--- config.mk ---
export PLATFORM = sky130hd
export DESIGN_NAME = keystream_gen
export DESIGN_NICKNAME = d
export VERILOG_FILES = /design/src/rtl/keystream_pkg.sv /design/src/rtl/ks_lfsr_step.sv /design/src/rtl/keystream_gen.sv
export SDC_FILE = /design/constraint.sdc
export NUM_CORES = 1
export LEC_CHECK = 0
export CORE_ASPECT_RATIO = 1.75
export CORE_MARGIN = 5
export CORE_UTILIZATION = 53
export CTS_CLUSTER_DIAMETER = 200
export DETAILED_ROUTE_END_ITERATION = 12
export PLACE_DENSITY = 0.87
export SLEW_MARGIN = 15
export SYNTH_ARGS = -nofsm -noshare
export SYNTH_HDL_FRONTEND = slang
export SYNTH_SLANG_ARGS = --single-unit
--- constraint.sdc ---
create_clock -name clk -period 2.45 [get_ports clk]
set_input_delay 0.6125 -clock clk [delete_from_list [all_inputs] [get_ports clk]]
set_output_delay 0.6125 -clock clk [all_outputs]
set_load 0.005 [all_outputs]
--- src/rtl/keystream_pkg.sv ---
// Shared types and constants for the keystream generator.
// The KEYSTREAM_NONLINEAR_EN build option is handled in keystream_gen.sv.
package keystream_pkg;

    typedef enum logic [2:0] {
        ST_IDLE   = 3'd0,
        ST_LOAD   = 3'd1,
        ST_READY  = 3'd2,
        ST_WARMUP = 3'd3,
        ST_RUN    = 3'd4
    } state_t;

    localparam logic [31:0] TAPS           = 32'h8020_0003;
    localparam logic [31:0] ZERO_KEY_SUBST = 32'hACE1_2468;
    localparam int          WARMUP_STEPS   = 32;
    localparam int          KEY_BYTES      = 4;

endpackage

--- src/rtl/ks_lfsr_step.sv ---
// One step of the 32-bit Galois right-shift LFSR.
module ks_lfsr_step
    import keystream_pkg::*;
(
    input  logic [31:0] cur,
    output logic [31:0] nxt
);

    // Shift right, fold the taps back in when the bit shifted out was set.
    always_comb begin
        nxt = {1'b0, cur[31:1]} ^ (cur[0] ? TAPS : 32'h0000_0000);
    end

endmodule

--- src/rtl/keystream_gen.sv ---
// Keystream generator: 4-byte key loader, 32-step LFSR warm-up, ready/valid byte output.
// Define KEYSTREAM_NONLINEAR_EN for the nonlinear output filter; default is lfsr[7:0].
module keystream_gen
    import keystream_pkg::*;
(
    input  logic       clk,
    input  logic       rst,
    input  logic [7:0] key_byte,
    input  logic       key_wr,
    input  logic       start,
    output logic [7:0] ks_data,
    output logic       ks_valid,
    input  logic       ks_ready,
    output logic       busy,
    output logic       key_loaded
);

    localparam logic [5:0] WARMUP_LAST = 6'(WARMUP_STEPS - 1);
    localparam logic [2:0] LAST_BYTE   = 3'(KEY_BYTES - 1);

    state_t      state_r;
    state_t      state_nxt;
    logic [31:0] key_r;
    logic [2:0]  count_r;
    logic [31:0] lfsr_r;
    logic [31:0] lfsr_next_s;
    logic [5:0]  wcnt_r;
    logic        key_loaded_r;
    logic        new_key_s;
    logic        start_ok_s;
    logic [7:0]  ks_byte_s;

    ks_lfsr_step u_step (
        .cur (lfsr_r),
        .nxt (lfsr_next_s)
    );

`ifdef KEYSTREAM_NONLINEAR_EN
    assign ks_byte_s = lfsr_r[7:0] ^ (lfsr_r[15:8] & lfsr_r[23:16]);
`else
    assign ks_byte_s = lfsr_r[7:0];
`endif

    // A key write outside IDLE/LOAD restarts key entry; key_wr also outranks start.
    assign new_key_s  = key_wr && (state_r inside {ST_READY, ST_WARMUP, ST_RUN});
    assign start_ok_s = start && !key_wr && (state_r inside {ST_READY, ST_RUN});

    // State register.
    always_ff @(posedge clk or posedge rst) begin
        if (rst) begin
            state_r <= ST_IDLE;
        end else begin
            state_r <= state_nxt;
        end
    end

    // Next-state logic.
    always_comb begin
        state_nxt = state_r;
        case (state_r)
            ST_IDLE:   state_nxt = key_wr ? ST_LOAD : ST_IDLE;
            ST_LOAD:   state_nxt = (key_wr && (count_r == LAST_BYTE)) ? ST_READY : ST_LOAD;
            ST_READY:  state_nxt = key_wr ? ST_LOAD : (start ? ST_WARMUP : ST_READY);
            ST_WARMUP: state_nxt = key_wr ? ST_LOAD :
                                   ((wcnt_r == WARMUP_LAST) ? ST_RUN : ST_WARMUP);
            ST_RUN:    state_nxt = key_wr ? ST_LOAD : (start ? ST_WARMUP : ST_RUN);
            default:   state_nxt = ST_IDLE;
        endcase
    end

    // Key shift register, byte counter, LFSR and warm-up counter.
    always_ff @(posedge clk or posedge rst) begin
        if (rst) begin
            key_r        <= 32'h0000_0000;
            count_r      <= 3'd0;
            key_loaded_r <= 1'b0;
            lfsr_r       <= 32'h0000_0000;
            wcnt_r       <= 6'd0;
        end else begin
            if (key_wr) begin
                key_r <= {key_r[23:0], key_byte};
                if (new_key_s) begin
                    count_r      <= 3'd1;
                    key_loaded_r <= 1'b0;
                end else begin
                    count_r      <= count_r + 3'd1;
                    key_loaded_r <= (count_r == LAST_BYTE);
                end
            end else begin
                key_r        <= key_r;
                count_r      <= count_r;
                key_loaded_r <= key_loaded_r;
            end

            // An all-zero seed would lock the LFSR, so it is replaced.
            if (start_ok_s) begin
                lfsr_r <= (key_r == 32'h0000_0000) ? ZERO_KEY_SUBST : key_r;
                wcnt_r <= 6'd0;
            end else if (state_r == ST_WARMUP) begin
                lfsr_r <= lfsr_next_s;
                wcnt_r <= wcnt_r + 6'd1;
            end else if ((state_r == ST_RUN) && ks_ready) begin
                lfsr_r <= lfsr_next_s;
                wcnt_r <= wcnt_r;
            end else begin
                lfsr_r <= lfsr_r;
                wcnt_r <= wcnt_r;
            end
        end
    end

    // Outputs decoded from the state register; data is forced to zero when not valid.
    always_comb begin
        busy       = 1'b0;
        ks_valid   = 1'b0;
        ks_data    = 8'h00;
        key_loaded = key_loaded_r;
        case (state_r)
            ST_LOAD, ST_WARMUP: busy = 1'b1;
            ST_RUN: begin
                ks_valid = 1'b1;
                ks_data  = ks_byte_s;
            end
            default: busy = 1'b0;
        endcase
    end

endmodule

=== Yosys cells after proc, flatten, opt, wreduce, memory -nomap -nowiden ===
Index checks and enable logic that the tools add are counted.

* Bitwise logic cells: 1
* Muxes and demuxes: 21
* Add/subtract/negate cells: 2
* Divide/modulo/power cells: 0
* Equality and inequality tests: 6
* Shift-type cells: 0
* Multipliers: 0
* Reductions and logical operators: 13
* Order comparisons: 0

{| class="wikitable"
|+ Operator list
! cell !! count
|-
| 32-bit 2-to-1 mux || 5
|-
| 32-bit logical NOT || 1
|-
| 31-bit by 32-bit XOR with 32-bit output || 1
|-
| 3-bit 2-to-1 mux || 5
|-
| 3-bit one-hot mux with 5 select lines || 1
|-
| 6-bit 2-to-1 mux || 2
|-
| 3-bit by 2-bit == test with 1-bit output, second input constant || 3
|-
| 8-bit 2-to-1 mux || 1
|-
| 6-bit by 1-bit adder with 6-bit output, second input constant || 1
|-
| 6-bit by 5-bit == test with 1-bit output, second input constant || 1
|-
| 3-bit nonzero test || 2
|-
| 1-bit logical AND || 5
|-
| 1-bit 2-to-1 mux || 5
|-
| 2-bit 2-to-1 mux || 2
|-
| 2-bit nonzero test || 2
|-
| 3-bit by 1-bit adder with 3-bit output, second input constant || 1
|-
| 3-bit by 1-bit == test with 1-bit output, second input constant || 1
|-
| 3-bit == test, second input constant || 1
|-
| 3-bit logical NOT || 1
|-
| 2-bit OR reduction || 1
|-
| 1-bit logical NOT || 1
|}

* Bits in latches: 0
* Bits in read-only memories: 0
* RAM bits: 0
* Bits of input ports: 13
* Flip-flop bits (word level): 77
* Word-level logic and storage cells: 49
* Memories: 0

=== Depth between registers and ports, before layout ===
Gate-level depths: netlist of the first run.

* Depth after elaboration: 5
* Gate-level depth with buffers: 9
* Gate-level depth less buffers: 5

=== Modules after synthesis ===
A second synthesis of the first run with hierarchy kept.

* Cells, all modules: 364
* Area total of the unflattened synthesis: 3,998.8 µm²

{| class="wikitable"
|+ By module, submodules not included
! module !! sequential area each (µm²) !! area an instance (µm²) !! times used !! cells an instance
|-
| keystream_gen || 1,926.8 || 3,754.9 || 1 || 332
|-
| ks_lfsr_step || 0.0 || 244.0 || 1 || 32
|}

=== Worst setup path before layout of the first run ===
Ideal clock, no wire load.

* Kind: input port to flip-flop
* Start: in key_wr
* End: reg lfsr_r[12]
* Setup slack: 0.397 ns
* Arrival: 1.928 ns
* Stages on the path: 5
* Data required time: 2.325 ns
* Path through: nand2b_1 nor3_2 buf_2 mux2_2 mux2_4

* Longest elaborated chain between the ends: 4
* Elaborated cells between the ends (all ways): 5
* Those cells by class: 1 x mux; 4 x reduce/logical

{| class="wikitable"
|+ RTL lines
! item !! line !! text
|-
| start: declaration || keystream_gen.sv:9 || <nowiki>input logic key_wr,</nowiki>
|-
| 1-bit logical NOT * || keystream_gen.sv:46 || <nowiki>assign start_ok_s = start && !key_wr && (state_r inside {ST_READY, ST_RUN});</nowiki>
|-
| 1-bit logical AND * (2 in series) || keystream_gen.sv:46 ||
|-
| 3-bit nonzero test (no source line) or 32-bit 2-to-1 mux (tied branches) || - ||
|-
| end signal: assignment || keystream_gen.sv:97 || <nowiki>lfsr_r <= (key_r == 32'h0000_0000) ? ZERO_KEY_SUBST : key_r;</nowiki>
|-
| end signal: assignment || keystream_gen.sv:100 || <nowiki>lfsr_r <= lfsr_next_s;</nowiki>
|-
| end signal: assignment || keystream_gen.sv:103 || <nowiki>lfsr_r <= lfsr_next_s;</nowiki>
|-
| end: declaration || keystream_gen.sv:25 || <nowiki>logic [31:0] lfsr_r;</nowiki>
|}

Every way passes the cells marked *; elsewhere a longest branch is shown, timed or not.
A chain may end at the register's enable or synchronous reset.

=== Worst setup path after layout of the first run ===
* Start: reg state_r[1]
* End: out ks_data[6]

* Longest elaborated chain between the ends: 2

{| class="wikitable"
|+ RTL lines
! item !! line !! text
|-
| start: declaration || keystream_gen.sv:21 || <nowiki>state_t state_r;</nowiki>
|-
| start signal: assignment || keystream_gen.sv:53 || <nowiki>state_r <= state_nxt;</nowiki>
|-
| 3-bit == test || keystream_gen.sv:118 || <nowiki>case (state_r)</nowiki>
|-
| 8-bit 2-to-1 mux || keystream_gen.sv:118 ||
|-
| end: declaration || keystream_gen.sv:11 || <nowiki>output logic [7:0] ks_data,</nowiki>
|}

No other way between the ends.

==> metrics.md, run 1 <==
| Metric | Value |
|---|---|
| Count of final hold-check violations | `0` |
| Synth unique cells | `48` |
| Initial Utilization | `0.5361` |
| Core Region | `0.006756 mm²` |
| Setup CP Type | `flop to primary output` |
| Synthesized net count | `324` |
| Switching share of power | `0.3196` |
| Area of the multi-input gates | `0.001506 mm²` |
| Post-Place Cell Area | `around 0.004 mm²` |
| Status | `completed` |
| Clk pin slew, worst setup/hold paths | `50 ps` |
| Detailed Routing Iterations Pass 1 | `4` |
| Worst hold path depth | `1` |
| Min Tclk post-route | `2388 ps` |
| Final GP Congestion | `0.8599` |
| Power density cells | `1115 mW/mm²` |
| H-tree depth | `3` |
| IO buf count | `23` |
| Endpoint, Worst Hold | `count_r[1]$_DFFE_PP0P_` |
| Most common cell after layout, fill and taps aside | `dfrtp_1` |
| Clk buf depth | `2` |
| P_int | `0.003248 W` |
| P_sw | `~0.0015 W` |
| Gate Count Post-Synth | `308` |
| CP startpoint kind | `flop` |
| CTS tree | `yes` |
| Ant diodes | `0` |
| Peak supply drop | `just under 0.5 mV` |
| Final Cell Area | `0.004280 mm²` |
| Die H | `119.4 µm` |
| R2R setup slack | `200 ps` |
| Maxcap violations | `0` |
| Setup Skew | `7.018 ps` |
| EDFF count, synth | `0` |
| Crit. End Element | `primary output` |
| Ports | `24` |
| Max Fclk | `about 0.42 GHz` |
| Crit share post-route | `0.9748` |
| Insertion delay to the later sink of the worst-skew pair | `330 ps` |
| Post-route ant nets | `0` |
| Final #Nets | `360` |
| FILL cells | `between 500 and 600` |
| Cells on worst reg2reg path | `9` |
| Hold crit path type | `flop to flop` |
| Vias/cell | `6.180` |
| Drt total wl | `roughly 8400 µm` |
| Largest net degree at the start of global routing | `56` |
| CTS buffer count | `9` |
| Worst EP arrival | `1780 ps` |
| Leakage | `1.852 nW` |
| DPL Wire Length | `5709 µm` |
| Worst reg2reg path endpoint | `lfsr_r[19]$_DFFE_PP0P_` |
| Pins Over Slew Limit | `0` |
| Synth Register Bits | `77` |
| Hold Path Origin | `count_r[1]$_DFFE_PP0P_` |
| First-pass GRT wire length | `14020 µm` |
| Worst R2R Start | `state_r[1]$_DFF_PP0_` |
| Storage cell area | `0.001927 mm²` |
| Ys flop type | `dfrtp_1` |
| Ratio of cells with drive above 1 in the final layout | `0.2442` |
| Post-Syn Area | `0.003622 mm²` |
| Hold_buf cts | `0` |
| Combinational share of power | `0.331` |
| Worst slew pin tran | `582.7 ps` |
| Setup Total Neg Slack | `0 ps` |
| Number of remaining DRC errors | `0` |
| WP data required | `1840 ps` |
| Die X | `72.49 µm` |
| Sequential power share | `0.433` |
| DR vias | `roughly 2600` |
| Async S/R FF share, synth | `1.000` |
| CTS Sinks | `77` |
| Grt total ovfl | `0` |
| Syn avg cell area | `11.76 µm²` |
| Full die area | `0.008652 mm²` |
| YS warnings | `0` |
| Unrepaired setup endpoints after global routing | `false` |
| Final setup viols | `0` |
| GRT Total Usage | `0.2139` |
| Avg WL per Cell | `around 20 µm` |
| Vias in the first global route | `2863` |
| Clock network power share | `0.236` |
| Slew HR | `0.6115` |
| Area grow syn2layout | `18.17%` |
| # rows | `40` |
| Crit-path max FO | `6` |
| Post-synthesis sequential area ratio | `0.5320` |
| DR iter-0 viols | `about 240` |
| Antenna violations before repair | `0` |
| Root buffer cell | `clkbuf_16` |
| Most frequent cells in the layout | `dfrtp_1, mux2_2, nand2_1, o21ai_0, buf_4` |
cell type report:
type,instances,share of cell area
flip-flops and latches,77,0.4502
multi-input cells,194,0.3519
repair buffers,44,0.09880
clock buffers,11,0.05671
well taps,84,0.02455
inverters,18,0.01783
timing repair:
action / in CTS / in global routing
resized for setup: 9 / 2
gates cloned: 0 / 0
endpoints found under the setup margin: 9 / 2
buffers inserted: 6 / 0
pin swaps: 1 / 0
synthesized netlist by cell type (all sizes together) (9+ instances only):
| library cell | n | share of area |
|---|---|---|
| dfrtp | 77 | 0.53 |
| buf | 16 | 0.032 |
| a21oi | 10 | 0.017 |
| o32ai | 9 | 0.022 |
| nand2 | 18 | 0.019 |
| o21ai | 18 | 0.025 |
| nor2 | 14 | 0.015 |
| nor2b | 9 | 0.016 |
| a221o | 9 | 0.025 |
| inv | 18 | 0.019 |
| mux2 | 38 | 0.12 |
kinds of logic after synthesis:
| group | share of synthesized area |
|---|---|
| compound gates | 0.1361 |
| xor+xnor | 0.01934 |
| simple gates | 0.1188 |
| buf+inv | 0.05457 |
| flops | 0.5320 |
| mux | 0.1288 |
| fa+ha+maj | 0.01036 |
routing by layer:
layer	share of wire	up-vias	routed length, µm	global-route usage
met3	0.039	43	329	0.04561
met4	0.068	0	567	0.1582
met5	0	-	0	0
met2	0.53	98	4463	0.3573
met1	0.36	1323	3009	0.2300
li1	-	1181	-	-
power groups by stage:
stage                     clock network [W]  logic [W]  registers, W
after floorplan                           0    0.00128       0.00195
after global placement                    0    0.00149       0.00205
after detailed placement                  0    0.00157       0.00206
after CTS                           0.00114    0.00159       0.00206
after global routing                0.00120    0.00176       0.00212
final                               0.00113    0.00158       0.00207
state kept, by name, summed over array words and instances, names as in the netlist:
signal      count
lfsr_r         32
wcnt_r          6
key_loaded      1
key_r          32
state_r         3
count_r         3
metrics by stage:
| stage | util | hold WS [ps] | power [W] | worst slack (ps) | instances |
|---|---|---|---|---|---|
| floorplan | - | 458.7 | 0.003228 | 396.9 | 308 |
| global placement | 0.5917 | 472.5 | 0.003544 | 73.00 | 411 |
| detailed placement | 0.5917 | 484.1 | 0.003636 | -3.914 | 411 |
| CTS | 0.6337 | 502.3 | 0.004785 | 12.89 | 428 |
| global route | 0.6335 | 528.9 | 0.005068 | 5.977 | 428 |
| finish | 0.6335 | 501.8 | 0.004774 | 61.83 | 428 |
worst max-delay path, stage by stage (launching register included):
cell,delay (ps)
dfrtp_1,370
or3b_4,440
inv_6,90
buf_4,100
buf_4,100
and2_1,140
clkdlybuf4s15_1,210
how the worst max path moves through the flow:
| stage | end | slack [ps] | depth (start not counted) | start |
|---|---|---|---|---|
| after global routing | ks_data[6] | 6 | 6 | state_r[1]$_DFF_PP0_ |
| after floorplan | lfsr_r[12]$_DFFE_PP0P_ | 400 | 5 | key_wr |
| final | ks_data[6] | 60 | 6 | state_r[1]$_DFF_PP0_ |
| after global placement | lfsr_r[18]$_DFFE_PP0P_ | 70 | 6 | start |
| after CTS | ks_valid | 10 | 4 | state_r[1]$_DFF_PP0_ |
| after detailed placement | lfsr_r[19]$_DFFE_PP0P_ | -4 | 6 | start |
Note: power is estimated with default switching activity, not from simulation.
==> run 2, diff against run 1 <==
CORE_ASPECT_RATIO = 1.4   (was 1.75)
CORE_UTILIZATION = 60   (was 53)
PLACE_DENSITY = 0.92   (was 0.87)
SKIP_LAST_GASP = 1   (was not set)
clock period = 2.95 ns   (was 2.45 ns; I/O delays follow)
==> run 2 against run 1 <==
Compared with the run above: critical path depth decreased by 2; critical path type unchanged; largest power group unchanged; highest routed layer unchanged; setup slack improved by 36 ps; utilization increased by 6.3 points; register-to-register slack improved by 590 ps; total power decreased by 23%; sequential share of layout area increased by 2.2 points; clock power decreased by 38%; sequential power decreased by 17%; clock skew increased by 4.6 ps; largest cell class unchanged.
==> metrics.md, run 2 (same netlist as run 1, synthesis figures left out) <==
| Metric | Value |
|---|---|
| IO buf count | `23` |
| Setup CP Type | `flop to primary output` |
| DR vias | `2535` |
| Switching share of power | `0.3432` |
| Worst Setup SP | `state_r[2]$_DFF_PP0_` |
| Met3 usage | `0.03150` |
| Critical-path cell list | `or3b_4, inv_4, and2_1, clkdlybuf4s50_1` |
| Root buffer cell | `clkbuf_8` |
| Ant diodes | `0` |
| Crit-path max FO | `11` |
| Status | `completed` |
| CTS buffer count | `9` |
| Worst R2R Start | `state_r[2]$_DFF_PP0_` |
| Detailed Routing Iterations Pass 1 | `5` |
| CTS Sinks | `77` |
| P_int | `0.002426 W` |
| Drt total wl | `a little under 8000 µm` |
| Post-Place Cell Area | `0.003914 mm²` |
| Worst reg2reg path endpoint | `lfsr_r[20]$_DFFE_PP0P_` |
| Sequential power share | `0.467` |
| CTS resizes | `1` |
| Insertion delay to the later sink of the worst-skew pair | `360 ps` |
| Full die area | `0.007713 mm²` |
| Worst EP arrival | `between 2000 and 2500 ps` |
| Vias/cell | `~6.2` |
| Most common cell after layout, fill and taps aside | `dfrtp_1` |
| Setup Total Neg Slack | `0 ps` |
| Core Region | `0.005863 mm²` |
| Combinational share of power | `0.344` |
| Final core utilization | `0.6968` |
| Clock network power share | `0.189` |
| Crit. End Element | `primary output` |
| Vias in the first global route | `between 2000 and 3000` |
| DR iter-0 viols | `184` |
| First-pass GRT wire length | `13180 µm` |
| Final setup viols | `0` |
| Post-route ant nets | `0` |
| CP max-delay cell | `dfrtp_1` |
| Leakage | `1.734 nW` |
| Unrepaired setup endpoints after global routing | `false` |
| Avg WL per Cell | `19.50 µm` |
| Global routing's busiest layer | `met2` |
| Final Cell Area | `0.004085 mm²` |
| R2R setup slack | `790 ps` |
| Die H | `101.9 µm` |
| Pins Over Slew Limit | `0` |
| Ratio of cells with drive above 1 in the final layout | `0.2249` |
| GRT Total Usage | `0.2305` |
| DPL Wire Length | `5310 µm` |
| Antenna violations before repair | `0` |
| Slew HR | `0.6264` |
| Ports | `24` |
| Met1 Use GR | `0.2683` |
| Buf/Inv on CP | `2` |
| Maxcap violations | `0` |
| Count of final hold-check violations | `0` |
| Crit share post-route | `0.9669` |
| CP startpoint kind | `flop` |
| Number of remaining DRC errors | `0` |
| Biggest regs | `key_r: 32 flops, lfsr_r: 32 flops, wcnt_r: 6 flops` |
| Grt total ovfl | `0` |
| Hold_buf cts | `0` |
| P_sw | `0.001267 W` |
| Slowest stage delay, CP | `510 ps` |
| Max Fclk | `0.3506 GHz` |
| Met2 usage | `0.3952` |
| Die X | `between 70 and 80 µm` |
| Min Tclk post-route | `2852 ps` |
| Largest net degree at the start of global routing | `56` |
| Final #Nets | `349` |
| Post-CTS Repair Setup Buffers | `0` |
| Cells on worst reg2reg path | `6` |
| Most frequent cells in the layout | `dfrtp_1, mux2_2, clkdlybuf4s50_1` |
| # rows | `33` |
| Worst setup endpoint | `ks_data[4]` |
| Power density cells | `904.0 mW/mm²` |
| CTS tree | `yes` |
| Area grow syn2layout | `12.78%` |
| Setup Skew | `11.66 ps` |
| Final GP Congestion | `between 0.8 and 0.9` |
| Pwr Total | `roughly 0.0037 W` |
| H-tree depth | `3` |
| Cell family with most CP delay | `simple AND/OR/NAND/NOR gates` |
| Peak supply drop | `0.4040 mV` |
| Hold crit path type | `flop to flop` |
| Initial Utilization | `0.6178` |
| Clk pin slew, worst setup/hold paths | `80 ps` |
| WP data required | `2210 ps` |
| Worst slew pin tran | `roughly 560 ps` |
| Critical path depth | `4` |
| Worst hold path depth | `1` |
| Clk buf depth | `2` |
[run 2: power by group through the flow]
stage / combinational, W / sequential [W] / clock (W)
floorplan: 0.00106 / 0.00162 / 0
global placement: 0.00118 / 0.00171 / 0
detailed placement: 0.00125 / 0.00173 / 0
CTS: 0.00128 / 0.00172 / 0.000707
global route: 0.00139 / 0.00177 / 0.000750
finish: 0.00127 / 0.00172 / 0.000697
[run 2: layer usage]
layer  up-vias  routed length (µm)
met1      1270                3076
li1       1157                   -
met5         -                   0
met4         0                 248
met3        22                 354
met2        86                4275
[run 2: how the worst min path moves through the flow]
stage	startpoint	endpoint	slack, ps
floorplan	count_r[1]$_DFFE_PP0P_	count_r[1]$_DFFE_PP0P_	460
global placement	key_loaded$_DFFE_PP0P_	key_loaded$_DFFE_PP0P_	470
detailed placement	key_loaded$_DFFE_PP0P_	key_loaded$_DFFE_PP0P_	480
CTS	key_loaded$_DFFE_PP0P_	key_loaded$_DFFE_PP0P_	490
global route	key_loaded$_DFFE_PP0P_	key_loaded$_DFFE_PP0P_	500
finish	key_loaded$_DFFE_PP0P_	key_loaded$_DFFE_PP0P_	490
[run 2: final cells by class]
type / instances / area [µm²]
Sequential cell: 77 / 1927
Inverter: 18 / 70.07
Timing Repair Buffer: 33 / 325.3
Tap cell: 70 / 87.58
Clock buffer: 12 / 145.1
Fill cell: 403 / 1778
Clock inverter: 4 / 23.77
Multi-Input combinational cell: 194 / 1506
[run 2: stage by stage]
stage,hold slack [ps],worst slack [ps],cells
after floorplan,458.7,245.8,308
after global placement,470.0,383.8,392
after detailed placement,476.4,367.9,392
after CTS,494.2,92.33,408
after global routing,503.9,18.29,408
final,487.3,97.62,408
==> run 3, diff against run 2 <==
CTS_CLUSTER_DIAMETER = not set   (was 200)
==> results of run 3 <==
Same layout as run 2: the final DEF is identical, and so are final timing and power.
